$ cat config.mk
export PLATFORM = sky130hd
export DESIGN_NAME = cache_exerciser
export DESIGN_NICKNAME = d
export VERILOG_FILES = /design/src/rtl/cache_exerciser_pkg.sv /design/src/rtl/cache_exerciser_pattern_generator.sv /design/src/rtl/cache_exerciser.sv
export SDC_FILE = /design/constraint.sdc
export NUM_CORES = 1
export LEC_CHECK = 0
export ABC_AREA = 1
export CAP_MARGIN = 5
export CELL_PAD_IN_SITES_DETAIL_PLACEMENT = 1
export CELL_PAD_IN_SITES_GLOBAL_PLACEMENT = 1
export CORE_ASPECT_RATIO = 0.9
export CORE_UTILIZATION = 31
export DETAILED_ROUTE_END_ITERATION = 16
export PLACE_DENSITY_LB_ADDON = 0.1
export SLEW_MARGIN = 40
export SYNTH_ARGS = -nofsm -noshare
export SYNTH_HDL_FRONTEND = slang
export SYNTH_SLANG_ARGS = --single-unit
$ cat constraint.sdc
create_clock -name sys_clk -period 11.64 [get_ports sys_clk]
set_clock_uncertainty 0.15 [all_clocks]
set_input_delay 1.164 -clock sys_clk [delete_from_list [all_inputs] [get_ports sys_clk]]
set_output_delay 1.164 -clock sys_clk [all_outputs]
set_load 0.01 [all_outputs]
$ cat src/rtl/cache_exerciser_pkg.sv
// Shared definitions for the cache exerciser: FSM states, pattern modes,
// LFSR polynomial and error-counter helpers.
package cache_exerciser_pkg;

    typedef enum logic [2:0] {
        IDLE      = 3'd0,
        WR        = 3'd1,
        WR_WAIT   = 3'd2,
        RD_SETTLE = 3'd3,
        RD_WAIT   = 3'd4,
        DONE      = 3'd5
    } state_t;

    localparam logic [1:0] MODE_CONST = 2'd0;
    localparam logic [1:0] MODE_ADDR  = 2'd1;
    localparam logic [1:0] MODE_NADDR = 2'd2;
    localparam logic [1:0] MODE_LFSR  = 2'd3;

    // Right-shifting Galois form of x^32 + x^22 + x^2 + x + 1.
    localparam logic [31:0] LFSR_POLY = 32'h8020_0003;

    localparam int ERROR_COUNT_BITWIDTH = 16;

    // One step of the Galois LFSR.
    function automatic logic [31:0] lfsr_step(input logic [31:0] s);
        return {1'b0, s[31:1]} ^ (s[0] ? LFSR_POLY : 32'h0000_0000);
    endfunction

    // Error counter increment that sticks at all ones.
    function automatic logic [ERROR_COUNT_BITWIDTH-1:0] error_count_increment(
        input logic [ERROR_COUNT_BITWIDTH-1:0] c
    );
        return (c == 16'hFFFF) ? c : c + 16'd1;
    endfunction

endpackage

$ cat src/rtl/cache_exerciser_pattern_generator.sv
// Test-data source for the exerciser. Produces the word for the current
// address in the selected mode; the LFSR is reloaded at the start of each
// pass and stepped once per word so both passes see the same sequence.
module pattern_generator
    import cache_exerciser_pkg::*;
#(
    parameter int ADDRESS_BITWIDTH = 32,
    parameter int DATA_BITWIDTH = 32,
    parameter logic [DATA_BITWIDTH-1:0] CONST_PATTERN = 32'h1234_5678,
    parameter logic [31:0] LFSR_SEED = 32'hACE1_0001
)(
    input  logic                        clk,
    input  logic                        rst,
    input  logic [1:0]                  mode,
    input  logic                        load,
    input  logic                        step,
    input  logic [ADDRESS_BITWIDTH-1:0] address,
    output logic [DATA_BITWIDTH-1:0]    word
);

    logic [31:0]              lfsr_r;
    logic [DATA_BITWIDTH-1:0] addr_word_s;

    // LFSR state: reload takes priority over stepping.
    always_ff @(posedge clk or posedge rst) begin
        if (rst) begin
            lfsr_r <= LFSR_SEED;
        end else if (load) begin
            lfsr_r <= LFSR_SEED;
        end else if (step) begin
            lfsr_r <= lfsr_step(lfsr_r);
        end else begin
            lfsr_r <= lfsr_r;
        end
    end

    // Select the data word for the current mode and address.
    always_comb begin
        word        = '0;
        addr_word_s = DATA_BITWIDTH'(address);
        case (mode)
            MODE_CONST: word = CONST_PATTERN;
            MODE_ADDR:  word = addr_word_s;
            MODE_NADDR: word = ~addr_word_s;
            MODE_LFSR: begin
                for (int i = 0; i < DATA_BITWIDTH; i++) begin
                    word[i] = lfsr_r[i % 32];
                end
            end
            default:    word = '0;
        endcase
    end

endmodule

$ cat src/rtl/cache_exerciser.sv
// Built-in self-test sequencer for the cache CPU port: writes a pattern over
// a word range, reads it back, and reports mismatches/timeouts.
module cache_exerciser
    import cache_exerciser_pkg::*;
#(
    parameter int ADDRESS_BITWIDTH = 32,
    parameter int DATA_BITWIDTH = 32,
    parameter logic [ADDRESS_BITWIDTH-1:0] START_ADDRESS = '0,
    parameter int unsigned WORD_COUNT = 1024,
    parameter logic [DATA_BITWIDTH-1:0] CONST_PATTERN = 32'h1234_5678,
    parameter logic [31:0] LFSR_SEED = 32'hACE1_0001,
    parameter int unsigned TIMEOUT_CYCLES = 255
)(
    input  logic                            sys_clk,
    input  logic                            sys_rst,
    input  logic                            start,
    input  logic [1:0]                      mode,
    output logic [ADDRESS_BITWIDTH-1:0]     cache_address,
    output logic [DATA_BITWIDTH-1:0]        cache_data_in,
    output logic [DATA_BITWIDTH/8-1:0]      cache_write_enable,
    input  logic [DATA_BITWIDTH-1:0]        cache_data_out,
    input  logic                            cache_data_out_valid,
    output logic                            busy,
    output logic                            done,
    output logic                            pass,
    output logic [ERROR_COUNT_BITWIDTH-1:0] error_count,
    output logic                            timeout_seen,
    output logic [ADDRESS_BITWIDTH-1:0]     first_error_address
);

    localparam int BYTE_LANES = DATA_BITWIDTH / 8;
    localparam logic [ADDRESS_BITWIDTH-1:0] ADDRESS_STEP = ADDRESS_BITWIDTH'(BYTE_LANES);
    localparam logic [31:0] LAST_INDEX    = 32'(WORD_COUNT - 32'd1);
    localparam logic [31:0] TIMEOUT_LIMIT = 32'(TIMEOUT_CYCLES);

    state_t                            state_r;
    state_t                            state_next_s;
    logic [1:0]                        mode_r;
    logic [ADDRESS_BITWIDTH-1:0]       address_r;
    logic [31:0]                       word_index_r;
    logic [31:0]                       wait_cnt_r;
    logic                              busy_r;
    logic                              done_r;
    logic                              pass_r;
    logic                              timeout_r;
    logic [ERROR_COUNT_BITWIDTH-1:0]   error_count_r;
    logic [ADDRESS_BITWIDTH-1:0]       first_error_r;
    logic [DATA_BITWIDTH-1:0]          pattern_word_s;

    logic start_run_s;
    logic advance_s;
    logic last_word_s;
    logic timed_out_s;
    logic err_hit_s;
    logic timeout_hit_s;
    logic wait_clear_s;
    logic pattern_load_s;
    logic pattern_step_s;

    pattern_generator #(
        .ADDRESS_BITWIDTH (ADDRESS_BITWIDTH),
        .DATA_BITWIDTH    (DATA_BITWIDTH),
        .CONST_PATTERN    (CONST_PATTERN),
        .LFSR_SEED        (LFSR_SEED)
    ) u_pattern (
        .clk     (sys_clk),
        .rst     (sys_rst),
        .mode    (mode_r),
        .load    (pattern_load_s),
        .step    (pattern_step_s),
        .address (address_r),
        .word    (pattern_word_s)
    );

    // FSM state register.
    always_ff @(posedge sys_clk or posedge sys_rst) begin
        if (sys_rst) begin
            state_r <= IDLE;
        end else begin
            state_r <= state_next_s;
        end
    end

    // Next-state logic plus per-cycle control strobes.
    always_comb begin
        state_next_s  = state_r;
        start_run_s   = 1'b0;
        advance_s     = 1'b0;
        err_hit_s     = 1'b0;
        timeout_hit_s = 1'b0;
        wait_clear_s  = 1'b0;
        last_word_s   = (word_index_r == LAST_INDEX);
        timed_out_s   = ((wait_cnt_r + 32'd1) >= TIMEOUT_LIMIT);
        case (state_r)
            IDLE, DONE: begin
                if (start) begin
                    start_run_s  = 1'b1;
                    state_next_s = WR;
                end else begin
                    state_next_s = state_r;
                end
            end
            WR: begin
                wait_clear_s = 1'b1;
                state_next_s = WR_WAIT;
            end
            WR_WAIT: begin
                if (cache_data_out_valid) begin
                    advance_s = 1'b1;
                end else if (timed_out_s) begin
                    advance_s     = 1'b1;
                    err_hit_s     = 1'b1;
                    timeout_hit_s = 1'b1;
                end else begin
                    advance_s = 1'b0;
                end
                if (advance_s) begin
                    state_next_s = last_word_s ? RD_SETTLE : WR;
                end else begin
                    state_next_s = WR_WAIT;
                end
            end
            RD_SETTLE: begin
                wait_clear_s = 1'b1;
                state_next_s = RD_WAIT;
            end
            RD_WAIT: begin
                if (cache_data_out_valid) begin
                    advance_s = 1'b1;
                    err_hit_s = (cache_data_out != pattern_word_s);
                end else if (timed_out_s) begin
                    advance_s     = 1'b1;
                    err_hit_s     = 1'b1;
                    timeout_hit_s = 1'b1;
                end else begin
                    advance_s = 1'b0;
                end
                if (advance_s) begin
                    state_next_s = last_word_s ? DONE : RD_SETTLE;
                end else begin
                    state_next_s = RD_WAIT;
                end
            end
            default: begin
                state_next_s = IDLE;
            end
        endcase
        // Reload at run start and when rewinding for the read pass.
        pattern_load_s = start_run_s | ((state_r == WR_WAIT) & advance_s & last_word_s);
        pattern_step_s = advance_s & ~last_word_s;
    end

    // Wait-cycle counter; restarts from zero on entry to each wait state.
    always_ff @(posedge sys_clk or posedge sys_rst) begin
        if (sys_rst) begin
            wait_cnt_r <= 32'd0;
        end else if (wait_clear_s) begin
            wait_cnt_r <= 32'd0;
        end else if (((state_r == WR_WAIT) || (state_r == RD_WAIT)) && (wait_cnt_r != 32'hFFFF_FFFF)) begin
            wait_cnt_r <= wait_cnt_r + 32'd1;
        end else begin
            wait_cnt_r <= wait_cnt_r;
        end
    end

    // Run control: mode latch, address/word walk, busy/done/pass flags.
    always_ff @(posedge sys_clk or posedge sys_rst) begin
        if (sys_rst) begin
            mode_r       <= 2'd0;
            address_r    <= '0;
            word_index_r <= 32'd0;
            busy_r       <= 1'b0;
            done_r       <= 1'b0;
            pass_r       <= 1'b0;
        end else if (start_run_s) begin
            mode_r       <= mode;
            address_r    <= START_ADDRESS;
            word_index_r <= 32'd0;
            busy_r       <= 1'b1;
            done_r       <= 1'b0;
            pass_r       <= 1'b0;
        end else if (advance_s) begin
            if (last_word_s) begin
                word_index_r <= 32'd0;
                address_r    <= START_ADDRESS;
                if (state_r == RD_WAIT) begin
                    busy_r <= 1'b0;
                    done_r <= 1'b1;
                    pass_r <= (error_count_r == 16'd0) & ~err_hit_s;
                end else begin
                    busy_r <= busy_r;
                    done_r <= done_r;
                    pass_r <= pass_r;
                end
            end else begin
                word_index_r <= word_index_r + 32'd1;
                address_r    <= address_r + ADDRESS_STEP;
            end
        end else begin
            mode_r       <= mode_r;
            address_r    <= address_r;
            word_index_r <= word_index_r;
        end
    end

    // Error bookkeeping: saturating count, sticky timeout, first failing address.
    always_ff @(posedge sys_clk or posedge sys_rst) begin
        if (sys_rst) begin
            error_count_r <= 16'd0;
            timeout_r     <= 1'b0;
            first_error_r <= '0;
        end else if (start_run_s) begin
            error_count_r <= 16'd0;
            timeout_r     <= 1'b0;
            first_error_r <= '0;
        end else if (err_hit_s) begin
            error_count_r <= error_count_increment(error_count_r);
            timeout_r     <= timeout_r | timeout_hit_s;
            if (error_count_r == 16'd0) begin
                first_error_r <= address_r;
            end else begin
                first_error_r <= first_error_r;
            end
        end else begin
            error_count_r <= error_count_r;
            timeout_r     <= timeout_r;
            first_error_r <= first_error_r;
        end
    end

    // The write strobe and data are decoded from the registered state only.
    assign cache_address       = address_r;
    assign cache_data_in       = (state_r == WR) ? pattern_word_s : '0;
    assign cache_write_enable  = (state_r == WR) ? '1 : '0;
    assign busy                = busy_r;
    assign done                = done_r;
    assign pass                = pass_r;
    assign error_count         = error_count_r;
    assign timeout_seen        = timeout_r;
    assign first_error_address = first_error_r;

endmodule

* Yosys cells after proc, flatten, opt, wreduce, memory -nomap -nowiden
Cells that the tools add are included.
** Word-level totals
- Bits in read-only memories :: 0
- Bits in writable memories :: 0
- Bits of input ports :: 38
- Word-level logic and storage cells :: 111
- Bits in registers :: 185
- Output and inout bits :: 120
- Memories :: 0
- Latch bits :: 0
** Operators by class
- Divide/modulo/power cells :: 0
- Multiply operators :: 0
- Reductions and logical operators :: 18
- Eq/ne operators :: 14
- Shift operators :: 0
- Bitwise gates (word level) :: 10
- $add $sub $neg :: 4
- Multiplexer cells :: 52
- $lt $le $gt $ge :: 1
** Operators by type and width (number)
- 2-to-1 mux 32 bit :: 15
- one-hot mux 32 bit (4 select lines) :: 1
- adder 32 x 1 -> 32 bit, second input constant :: 2
- 2-to-1 mux 16 bit :: 3
- adder 32 x 3 -> 32 bit, second input constant :: 1
- == test 32 x 10 -> 1 bit, second input constant :: 1
- >= comparator 32 x 8 -> 1 bit, second input constant :: 1
- != test 32 bit :: 1
- != test 32 bit, second input constant :: 1
- NOT 32 bit :: 1
- XOR 31 x 32 -> 32 bit :: 1
- 2-to-1 mux 1 bit :: 24
- adder 16 x 1 -> 16 bit, second input constant :: 1
- == test 16 bit, second input constant :: 1
- zero test 16 bit :: 1
- one-hot mux 3 bit (5 select lines) :: 1
- nonzero test 2 bit :: 7
- 2-to-1 mux 3 bit :: 3
- == test 3 x 2 -> 1 bit, second input constant :: 2
- == test 3 bit, second input constant :: 2
- OR reduction 2 bit :: 3
- bitwise AND 1 bit :: 4
- == test 2 bit, second input constant :: 2
- 2-to-1 mux 2 bit :: 2
- other kinds (13) :: 18

* Logic depth before layout (Yosys ltp)
Gate-level depths: netlist of run 1.
- Depth in word-level cells :: 11
- Mapped depth :: 21
- Mapped depth without buffers :: 19

* Modules after synthesis
From an unflattened synthesis of run 1, not the netlist that was laid out.
** Second synthesis, totals
- Cells, all modules :: 1711
- Area, all modules :: 11718.7 sq um
** Modules (own cells, without submodules)
- cache_exerciser :: cells an instance 1426, area an instance 9770.6 sq um, times used 1, sequential area each 3753.6 sq um
- pattern_generator :: cells an instance 285, area an instance 1948.1 sq um, times used 1, sequential area each 812.0 sq um

* Worst setup path before layout of run 1
No wires, ideal clock.
- Path kind :: register to output
- From :: reg state_r[1]
- To :: out cache_data_in[16]
- Data arrival time :: 1435 ps
- Path buffers :: 2
- Path slack :: 8891 ps
- Cell stages (with the launch flop) :: 8
- Data required time :: 10326 ps
- Cells stage by stage :: dfrtp_1 > inv_1 > nand2_1 > nor2_1 > inv_1 > clkbuf_1 > clkbuf_1 > nor2_1
** Between the ends
- Longest elaborated chain between the ends :: 2
** RTL lines
- from (decl) :: RTL line cache_exerciser.sv:36 : state_t state_r;
- from (signal assigned) :: RTL line cache_exerciser.sv:80 : state_r <= state_next_s;
- == test 3 x 1 -> 1 bit :: RTL line cache_exerciser.sv:233 : assign cache_data_in = (state_r == WR) ? pattern_word_s : '0;
- 2-to-1 mux 32 bit :: RTL line cache_exerciser.sv:233
- to (decl) :: RTL line cache_exerciser.sv:19 : output logic [DATA_BITWIDTH-1:0] cache_data_in,
No other way between the ends.

* Worst setup path after layout of run 1
- From :: reg state_r[1]
- To :: out cache_data_in[1]
Same word-level chain as after synthesis.

==> results of run 1 <==
power groups by stage:
| stage | clock, uW | combinational [uW] | sequential, uW |
|---|---|---|---|
| 2_1_floorplan | 0 | 896 | 900 |
| 3_3_place_gp | 0 | 1380 | 979 |
| 3_5_place_dp | 0 | 1420 | 979 |
| 4_1_cts | 642 | 1430 | 969 |
| 5_1_grt | 660 | 1570 | 991 |
| 6_report | 626 | 1420 | 969 |
kinds of logic after synthesis:
logic type,after synthesis,synth area share [%]
flip-flops,182,38.27
AO/OA/AOI/OAI,127,5.884
buffers and inverters,291,9.786
other,1,0.03144
AND/OR/NAND/NOR,1107,40.26
XOR/XNOR,70,5.140
adder cells (fa/ha/maj),6,0.6293
Yosys cell counts, types with 2 or more instances:
master      n
and2_1      2
a21oi_1     6
nor2_4      4
xnor2_1     9
nand2_2     6
nor2_2      7
nand4_1    52
inv_1     217
xor2_1     61
ha_1        6
dfrtp_1   173
nand3_1   186
nor3_1     44
dfstp_2     9
o22ai_1    20
buf_4       7
buf_2      21
clkbuf_1   32
o21ai_1    40
buf_6       3
nor4_1     27
buf_1       7
nand3_2     2
nor3b_1     3
nor2_1    192
o21ai_0    50
nand3b_1    3
inv_2       2
nand2_1   572
clkinv_1    2
o211ai_1    7
worst max-delay path, stage by stage, from the launching register on:
cell and delay, ns:
dfrtp_1 0.39, inv_1 0.08, nand2_1 0.08, nor2_1 0.10
buf_4 0.31, inv_1 0.42, nor3_1 0.29, clkdlybuf4s50_1 0.62
flip-flops by register name (all words and copies together) (netlist names):
signal / flops
cache_address: 30
error_count: 16
u_pattern.lfsr_r: 32
done: 1
pass: 1
mode_r: 2
wait_cnt_r: 32
word_index_r: 32
state_r: 3
timeout_seen: 1
busy: 1
first_error_address: 31
final cells by class:
| type | count | area [um^2] |
|---|---|---|
| inverters | 221 | 842.1 |
| fillers | 4849 | 23040 |
| clock buffers | 22 | 464.2 |
| well taps | 483 | 604.3 |
| repair buffers | 169 | 1675 |
| flip-flops and latches | 182 | 4568 |
| clock inverters | 10 | 145.1 |
| multi-input cells | 1312 | 6215 |
metal layers:
layer / vias to the layer above / track usage [%]
met3: 32 / 3.232
li1: 5935 / -
met1: 5974 / 34.63
met4: 0 / 5.317
met5: - / 0
met2: 194 / 36.65
stage by stage:
step                      total power [uW]  setup slack [ns]  utilization (%)  area, um^2
after floorplan                       1796             5.397                -       11930
final                                 3010             7.574            38.65       14510
after CTS                             3038             7.300            38.62       14510
after detailed placement              2399             7.318            37.00       13900
after global routing                  3219             7.229            38.65       14510
after global placement                2362             7.335            36.87       13850
worst min-delay path by stage:
stage                                 start                       to  slack [ns]  cells after the start
CTS                    u_pattern.lfsr_r[13]     u_pattern.lfsr_r[13]        0.35                      2
finish              first_error_address[11]  first_error_address[11]        0.35                      2
floorplan              u_pattern.lfsr_r[11]     u_pattern.lfsr_r[11]        0.32                      2
global route        first_error_address[28]  first_error_address[28]        0.38                      2
global placement    first_error_address[11]  first_error_address[11]        0.33                      2
detailed placement     u_pattern.lfsr_r[13]     u_pattern.lfsr_r[13]        0.34                      2
==> flow_summary.yaml, run 1 <==
placement:
  hpwl_mm: 34.09
  portBuffers: 155
  finalWeightedCongestion: 0.8903
  post-place-cells: 2366
sta:
  slew_violations: 0
  setup_viol: 0
  fin_crit_sh_pct: 34.93
  max_freq_mhz: 245.9
  post-route-min-period_ns: 4.066
  worst_hold_slack_ns: 0.3521
  fin_tns_setup_ns: 0
  tightest_slew_ns: 0.7891
  slew_headroom_pct: 47.39
  rsz0062_at_grt: "no"
  finalHoldViolCount: 0
clocking:
  cts-root-buf: "clkbuf_16"
  clkTransAtPathRegs_ns: 0.07
  clk_path_buf_depth: 2
  postCtsHoldBufs: 0
  cts-buffers-inserted: 17
  cts_max_level: 4
  cts_setup_buffers: 0
  cts.sinks: 182
  clock_latency_ns: 0.46
  cts_tree: "done"
  ctsResizeCount: 0
final_layout:
  area_delta_synth_final_pct: 21.67
  diodes: 0
  mostFrequentLayoutCell: "nand2_1"
  drive_above_1_share_pct: 4.436
  fin_cells: 2399
  layout.nets: 1947
  layout_common_cells: "nand2_1, inv_1, nor2_1"
setup_path:
  path_class: "flip-flop to output port"
  endpoint: "cache_data_in[1]"
  timing.rr.start: "wait_cnt_r[1]"
  worstPathArrival_ns: 2.75
  r2r_setup_slack_ns: 7.58
  required_ns: 10.33
  cp-end-kind: "output port"
  rr_worst_depth: 17
  regToRegEndpoint: "pass"
  crit_path_start_kind: "flip-flop"
  critPathLaunch: "state_r[1]"
  cp_max_fo: 20
route:
  highest_layer: "met4"
  dr.pass1.iters: 5
  antenna_left: 0
  drcViolationCount: 0
  wl_met2_mm: 20.35
  wl_mm: 45.31
  vias: 12140
  avgRoutedWirePerCell_um: 18.89
  drt-initial-drc-count: 571
  avgViaCountPerCell: 5.058
  met3_wirelength_mm: 1.457
  wl_met1_mm: 22.99
status:
  outcome: "finished, final reports clean"
worst_hold_path:
  hp-class: "flip-flop to flip-flop"
synth:
  ys_ff_latch: 182
  seq_area_frac_synth_pct: 38.27
  postSynthCellCount: 1784
  synth-edff-count: 0
  ys_async_sr_fraction_pct: 100.0
  avgSynthCellArea_um2: 6.687
  synth_top_cell_area_share_pct: 36.29
  synth_area_mm2: 0.01193
  ys_types: 43
  synth_ff_type: "dfrtp_1"
  yosys_warnings: 0
  synth_area_leaders: "dfrtp_1, nand2_1, nand3_1, inv_1, nor2_1"
  synth.largest_area_cell: "dfrtp_1"
power_and_ir_drop:
  vdd_drop_max_v: 0.0001083
  seq_power_share_pct: 32.2
  combPwrFrac_pct: 47.0
  clkPwrFrac_pct: 20.8
  netSwitchingFraction_pct: 47.07
  power_density_mw_per_mm2: 207.4
  p_int_uw: 1593
  switchingPower_uw: 1417
  p_leak_uw: 0.006622
floorplan:
  initial_core_util_pct: 31.76
  die_area_mm2: 0.03927
  io_pins: 158
  core_mm2: 0.03756
  die_w_um: 208.8
  std_cell_rows: 67
  die-height_um: 188.1
global_routing:
  first_global_vias: 12380
  grt_pass1_wl_mm: 72.06
  grt_max_degree: 115
  grt.total_usage_pct: 23.64
  antenna_found_initial: 0
  grt.overflow.total: 0
job:
  drv_cap: 0
Power figures use the tool's default switching activity.
==> run 2, diff against run 1 <==
==> constraint.sdc (replaced) <==
create_clock -name sys_clk -period 3.7 [get_ports sys_clk]
set_clock_uncertainty 0.15 [all_clocks]
set_input_delay 0.37 -clock sys_clk [delete_from_list [all_inputs] [get_ports sys_clk]]
set_output_delay 0.37 -clock sys_clk [all_outputs]
set_load 0.01 [all_outputs]
==> flow_summary.yaml, run 2 (synthesized netlist as in run 1, its figures left out) <==
status:
  outcome: "finished, final reports clean"
clocking:
  clkTransAtPathRegs_ns: 0.07
  cts.sinks: 182
  clk_path_buf_depth: 2
  cts_max_level: 4
  clock_latency_ns: 0.46
  cts-buffers-inserted: 17
  cts-root-buf: "clkbuf_16"
  cts_tree: "done"
setup_path:
  endpoint: "error_count[10]"
  cp_max_fo: 21
  crit_path_start_kind: "flip-flop"
  critPathLaunch: "mode_r[0]"
  cp-end-kind: "flip-flop"
  rr_worst_depth: 19
  required_ns: 3.94
  regToRegEndpoint: "error_count[10]"
  worstPathArrival_ns: 3.55
  timing.rr.start: "mode_r[0]"
  path_class: "flip-flop to flip-flop"
  r2r_setup_slack_ns: 0.39
power_and_ir_drop:
  netSwitchingFraction_pct: 47.18
  p_leak_uw: 0.006683
  power_density_mw_per_mm2: 642.7
  seq_power_share_pct: 31.8
  vdd_drop_max_v: 0.0003245
  switchingPower_uw: 4431
  combPwrFrac_pct: 49.3
  p_int_uw: 4959
  clkPwrFrac_pct: 18.8
floorplan:
  initial_core_util_pct: 31.76
  io_pins: 158
  core_mm2: 0.03756
  die_w_um: 208.8
  std_cell_rows: 67
  die-height_um: 188.1
  die_area_mm2: 0.03927
worst_hold_path:
  hp-class: "input pin to async pin"
route:
  vias: 12310
  avgViaCountPerCell: 5.102
  dr.pass1.iters: 4
  antenna_left: 0
  drt-initial-drc-count: 732
  drcViolationCount: 0
  wl_mm: 46.04
  avgRoutedWirePerCell_um: 19.08
job:
  drv_cap: 0
placement:
  finalWeightedCongestion: 0.8885
  portBuffers: 155
  post-place-cells: 2383
  hpwl_mm: 35.75
  place_area_mm2: 0.01405
  pre_cts_ws_ns: 0.1674
sta:
  post-route-min-period_ns: 3.314
  fin_crit_sh_pct: 89.56
  setup_ws_ns: 0.3862
  slew_headroom_pct: 46.17
  setup_viol: 0
  fin_tns_setup_ns: 0
  slew_violations: 0
  max_freq_mhz: 301.8
  finalHoldViolCount: 0
  tightest_slew_ns: 0.8044
  rsz0062_at_grt: "no"
final_layout:
  diodes: 0
  largest_registers: "u_pattern.lfsr_r x32, wait_cnt_r x32, word_index_r x32"
  fin_cells: 2413
  layout.nets: 1963
  drive_above_1_share_pct: 5.026
  layout_common_cells: "nand2_1, inv_1, nor2_1"
  final_area_mm2: 0.01461
  mostFrequentLayoutCell: "nand2_1"
  area_delta_synth_final_pct: 22.48
global_routing:
  antenna_found_initial: 0
  grt.total_usage_pct: 24.02
  grt_max_degree: 77
  first_global_vias: 12570
  grt_pass1_wl_mm: 72.90
  grt.overflow.total: 0
==> run 2: cell count changes in the layout (fill, tap and decap cells not counted), moves of 2 or more <==
cell / before / now
dfrtp_1: 171 / 173
inv_6: 2 / 0
nand2_2: 6 / 4
dfrtp_2: 2 / 0
buf_12: 0 / 5
nand2_4: 1 / 3
buf_4: 11 / 25
clkinvlp_4: 2 / 4
bufinv_16: 3 / 1
buf_8: 2 / 0
==> run 2: layout make-up <==
class	count	area (um^2)
clock buffer	23	467.9
clock inverter	7	75.07
fill	4810	22950
inverter	221	833.3
multi-input combinational	1312	6225
sequential	182	4566
tap	483	604.3
timing repair buffer	185	1839
==> run 2: power groups by stage <==
stage | clock network, uW | registers (uW) | logic [uW]
after floorplan | 0 | 2830 | 2820
after global placement | 0 | 3020 | 4560
after detailed placement | 0 | 3030 | 4620
after CTS | 1830 | 2990 | 4640
after global routing | 1900 | 3060 | 5150
final | 1770 | 2990 | 4630
==> run 2: per-layer routing <==
| layer | vias up | routed length [um] | track usage [%] | share of wire (%) |
|---|---|---|---|---|
| li1 | 5957 | - | - | - |
| met4 | 0 | 612 | 5.911 | 1.3 |
| met2 | 177 | 21550 | 38.73 | 47 |
| met3 | 29 | 1225 | 2.780 | 2.7 |
| met1 | 6147 | 22660 | 34.10 | 49 |
| met5 | - | 0 | 0 | 0 |
==> run 2: per-stage QoR <==
stage / hold WS [ns] / utilization [%] / power (uW)
after floorplan: 0.3187 / - / 5651
after global placement: 0.3066 / 37.41 / 7576
after detailed placement: 0.3220 / 37.42 / 7649
after CTS: 0.2002 / 38.86 / 9463
after global routing: 0.2494 / 38.90 / 10100
final: 0.1903 / 38.90 / 9390
==> run 2: critical path: stages (launching register included) <==
cell	delay, ns
dfrtp_1	0.58
nand2_1	0.20
clkinv_1	0.31
nand2_1	0.30
nand3_1	0.16
nand2_1	0.14
nand2_1	0.06
nor2_1	0.09
nand2_1	0.06
inv_1	0.05
nand2_1	0.04
nor2_1	0.08
nand2_1	0.11
nand2_1	0.08
nand2_1	0.08
nand3_2	0.17
nand2_4	0.19
nand2_4	0.23
nand2_1	0.08
nand2_1	0.07
==> run 2: how the worst min path moves through the flow <==
stage,start,end,slack [ns],depth (start not counted)
after floorplan,u_pattern.lfsr_r[11],u_pattern.lfsr_r[11],0.32,2
after global placement,busy,busy,0.31,2
after detailed placement,busy,busy,0.32,2
after CTS,sys_rst,busy,0.20,2
after global routing,sys_rst,busy,0.25,2
final,sys_rst,busy,0.19,2
==> run 2: repair_timing <==
item                       CTS  global route
setup buffers                0             0
setup endpoints to repair    0            16
hold buffers                 0             0
resized for setup            0             2
==> run 3, diff against run 2 <==
--- a/config.mk
+++ b/config.mk
@@ -10,6 +10,7 @@
 export CELL_PAD_IN_SITES_DETAIL_PLACEMENT = 1
 export CELL_PAD_IN_SITES_GLOBAL_PLACEMENT = 1
 export CORE_ASPECT_RATIO = 0.9
+export CORE_MARGIN = 4
 export CORE_UTILIZATION = 31
 export DETAILED_ROUTE_END_ITERATION = 16
 export PLACE_DENSITY_LB_ADDON = 0.1
==> flow_summary.yaml, run 3 (synthesized netlist as in run 1, its figures left out) <==
clocking:
  cts_setup_buffers: 0
  clk_path_buf_depth: 2
  cts-root-buf: "clkbuf_16"
  cts-buffers-inserted: 17
  cts_tree: "done"
  clkTransAtPathRegs_ns: 0.08
  postCtsHoldBufs: 0
  cts_max_level: 4
  cts.sinks: 182
  clock_latency_ns: 0.47
  ctsResizeCount: 0
route:
  avgViaCountPerCell: 5.106
  drcViolationCount: 0
  vias: 12370
  avgRoutedWirePerCell_um: 19.26
  dr.pass1.iters: 5
  antenna_left: 0
  drt-initial-drc-count: 945
  wl_mm: 46.65
power_and_ir_drop:
  p_int_uw: 5077
  p_leak_uw: 0.006753
  switchingPower_uw: 4507
  clkPwrFrac_pct: 20.6
  vdd_drop_max_v: 0.0003434
  netSwitchingFraction_pct: 47.03
  combPwrFrac_pct: 48.7
  seq_power_share_pct: 30.7
  power_density_mw_per_mm2: 651.5
  p_total_uw: 9584
setup_path:
  critPathLaunch: "mode_r[1]"
  required_ns: 3.90
  crit_path_frequent_cell: "nand2_1"
  path_class: "flip-flop to flip-flop"
  cp-end-kind: "flip-flop"
  critPathMaxStageDelay_ns: 0.40
  timing.rr.start: "mode_r[1]"
  path_delay_family: "simple AND/OR/NAND/NOR gates"
  worst-path-buf-inv: 1
  crit_slowest_cell: "dfrtp_1"
  cp_cell_sequence: "nand2_1, clkinv_1, nand2_1, nand3_1, nand2_1, nand2_1, nand2_1, nor2_1, nand2_1, nor2_1, nand2_1, nand2_1, nand2_1, nand3_2, nand2_2, nand2_2, nand2_1, nand2_1"
  worstPathArrival_ns: 3.52
  crit_path_start_kind: "flip-flop"
  cp_max_fo: 17
sta:
  fin_crit_sh_pct: 89.89
  setup_viol: 0
  slew_headroom_pct: 53.03
  finalHoldViolCount: 0
  fin_tns_setup_ns: 0
  tightest_slew_ns: 0.7030
  rsz0062_at_grt: "no"
  slew_violations: 0
  max_freq_mhz: 300.7
  post-route-min-period_ns: 3.326
floorplan:
  die_area_mm2: 0.04169
  initial_core_util_pct: 31.69
  io_pins: 158
  die_w_um: 214.8
  die-height_um: 194.1
  std_cell_rows: 67
  core_mm2: 0.03764
worst_hold_path:
  hp-class: "input pin to async pin"
placement:
  finalWeightedCongestion: 0.9061
  hpwl_mm: 36.11
  portBuffers: 155
final_layout:
  fin_util_pct: 39.08
  diodes: 0
  layout.nets: 1970
  layout_common_cells: "nand2_1, inv_1, nor2_1"
  largest_registers: "u_pattern.lfsr_r x32, wait_cnt_r x32, word_index_r x32"
  drive_above_1_share_pct: 5.570
  area_delta_synth_final_pct: 23.32
  mostFrequentLayoutCell: "nand2_1"
global_routing:
  antenna_found_initial: 1
  grt_max_degree: 69
  first_global_vias: 12340
  grt.total_usage_pct: 22.31
  grt_pass1_wl_mm: 73.38
  grt.overflow.total: 0
status:
  outcome: "finished, final reports clean"
job:
  drv_cap: 0
-- run 3: cell types whose count changed in the layout (fill, tap and decap cells not counted), sizes merged --
cell	change
buf	+7
inv	+4
clkbuf	-3
bufinv	+2
clkinvlp	-2
clkinv	+1
-- run 3: worst reg2reg max path, cell delays in order, from the launching register on --
cell and delay, ns:
dfrtp_1 0.40, nand2_1 0.11, clkinv_1 0.33, nand2_1 0.33
nand3_1 0.15, nand2_1 0.10, nand2_1 0.11, nand2_1 0.12
nor2_1 0.05, nand2_1 0.05, nor2_1 0.04, nand2_1 0.13
nand2_1 0.08, nand2_1 0.09, nand3_2 0.15, nand2_2 0.34
nand2_2 0.30, nand2_1 0.14, nand2_1 0.05
-- run 3: routing by layer --
metal / track usage [%] / vias to the layer above / part of all wire [%]
met5: 0 / - / 0
met2: 35.83 / 240 / 46
met1: 32.31 / 6082 / 49
met4: 4.970 / 0 / 1.4
met3: 2.664 / 45 / 3.5
li1: - / 6000 / -
-- run 3: through the flow --
stage	cells	setup WS (ns)	hold slack, ns	area [um^2]
6_report	2422	0.3742	0.2142	14710
5_1_grt	2422	0.1262	0.2464	14710
4_1_cts	2422	0.4367	0.2105	14710
3_5_place_dp	2390	0.4613	0.3211	14100
3_3_place_gp	2390	0.4541	0.3128	14090
2_1_floorplan	1785	0.8508	0.3187	11940
-- run 3: power by group through the flow --
stage | combinational (uW) | sequential (uW) | clock [uW]
final | 4660 | 2950 | 1970
after floorplan | 2820 | 2830 | 0
after CTS | 4700 | 2950 | 2030
after global placement | 4620 | 2970 | 0
after detailed placement | 4680 | 2980 | 0
after global routing | 5180 | 3010 | 2100
-- run 3: area by class of cell --
type	instances	area [um^2]
clock buffers	20	446.7
multi-input cells	1312	6215
inverters	221	833.3
well taps	483	604.3
clock inverters	12	166.4
fillers	4770	22930
repair buffers	192	1879
flip-flops and latches	182	4566
-- run 3: path summary, 6_finish.rpt --
path	end	slack, ns	depth (start not counted)
worst max-delay path	error_count[12]	0.37	18
worst min-delay path	done	0.21	2
worst max register to register	error_count[12]	0.37	18
worst min register to register	busy	0.33	2
max in group asynchronous	cache_address[30]	2.37	3
min in group sys_clk	busy	0.33	2
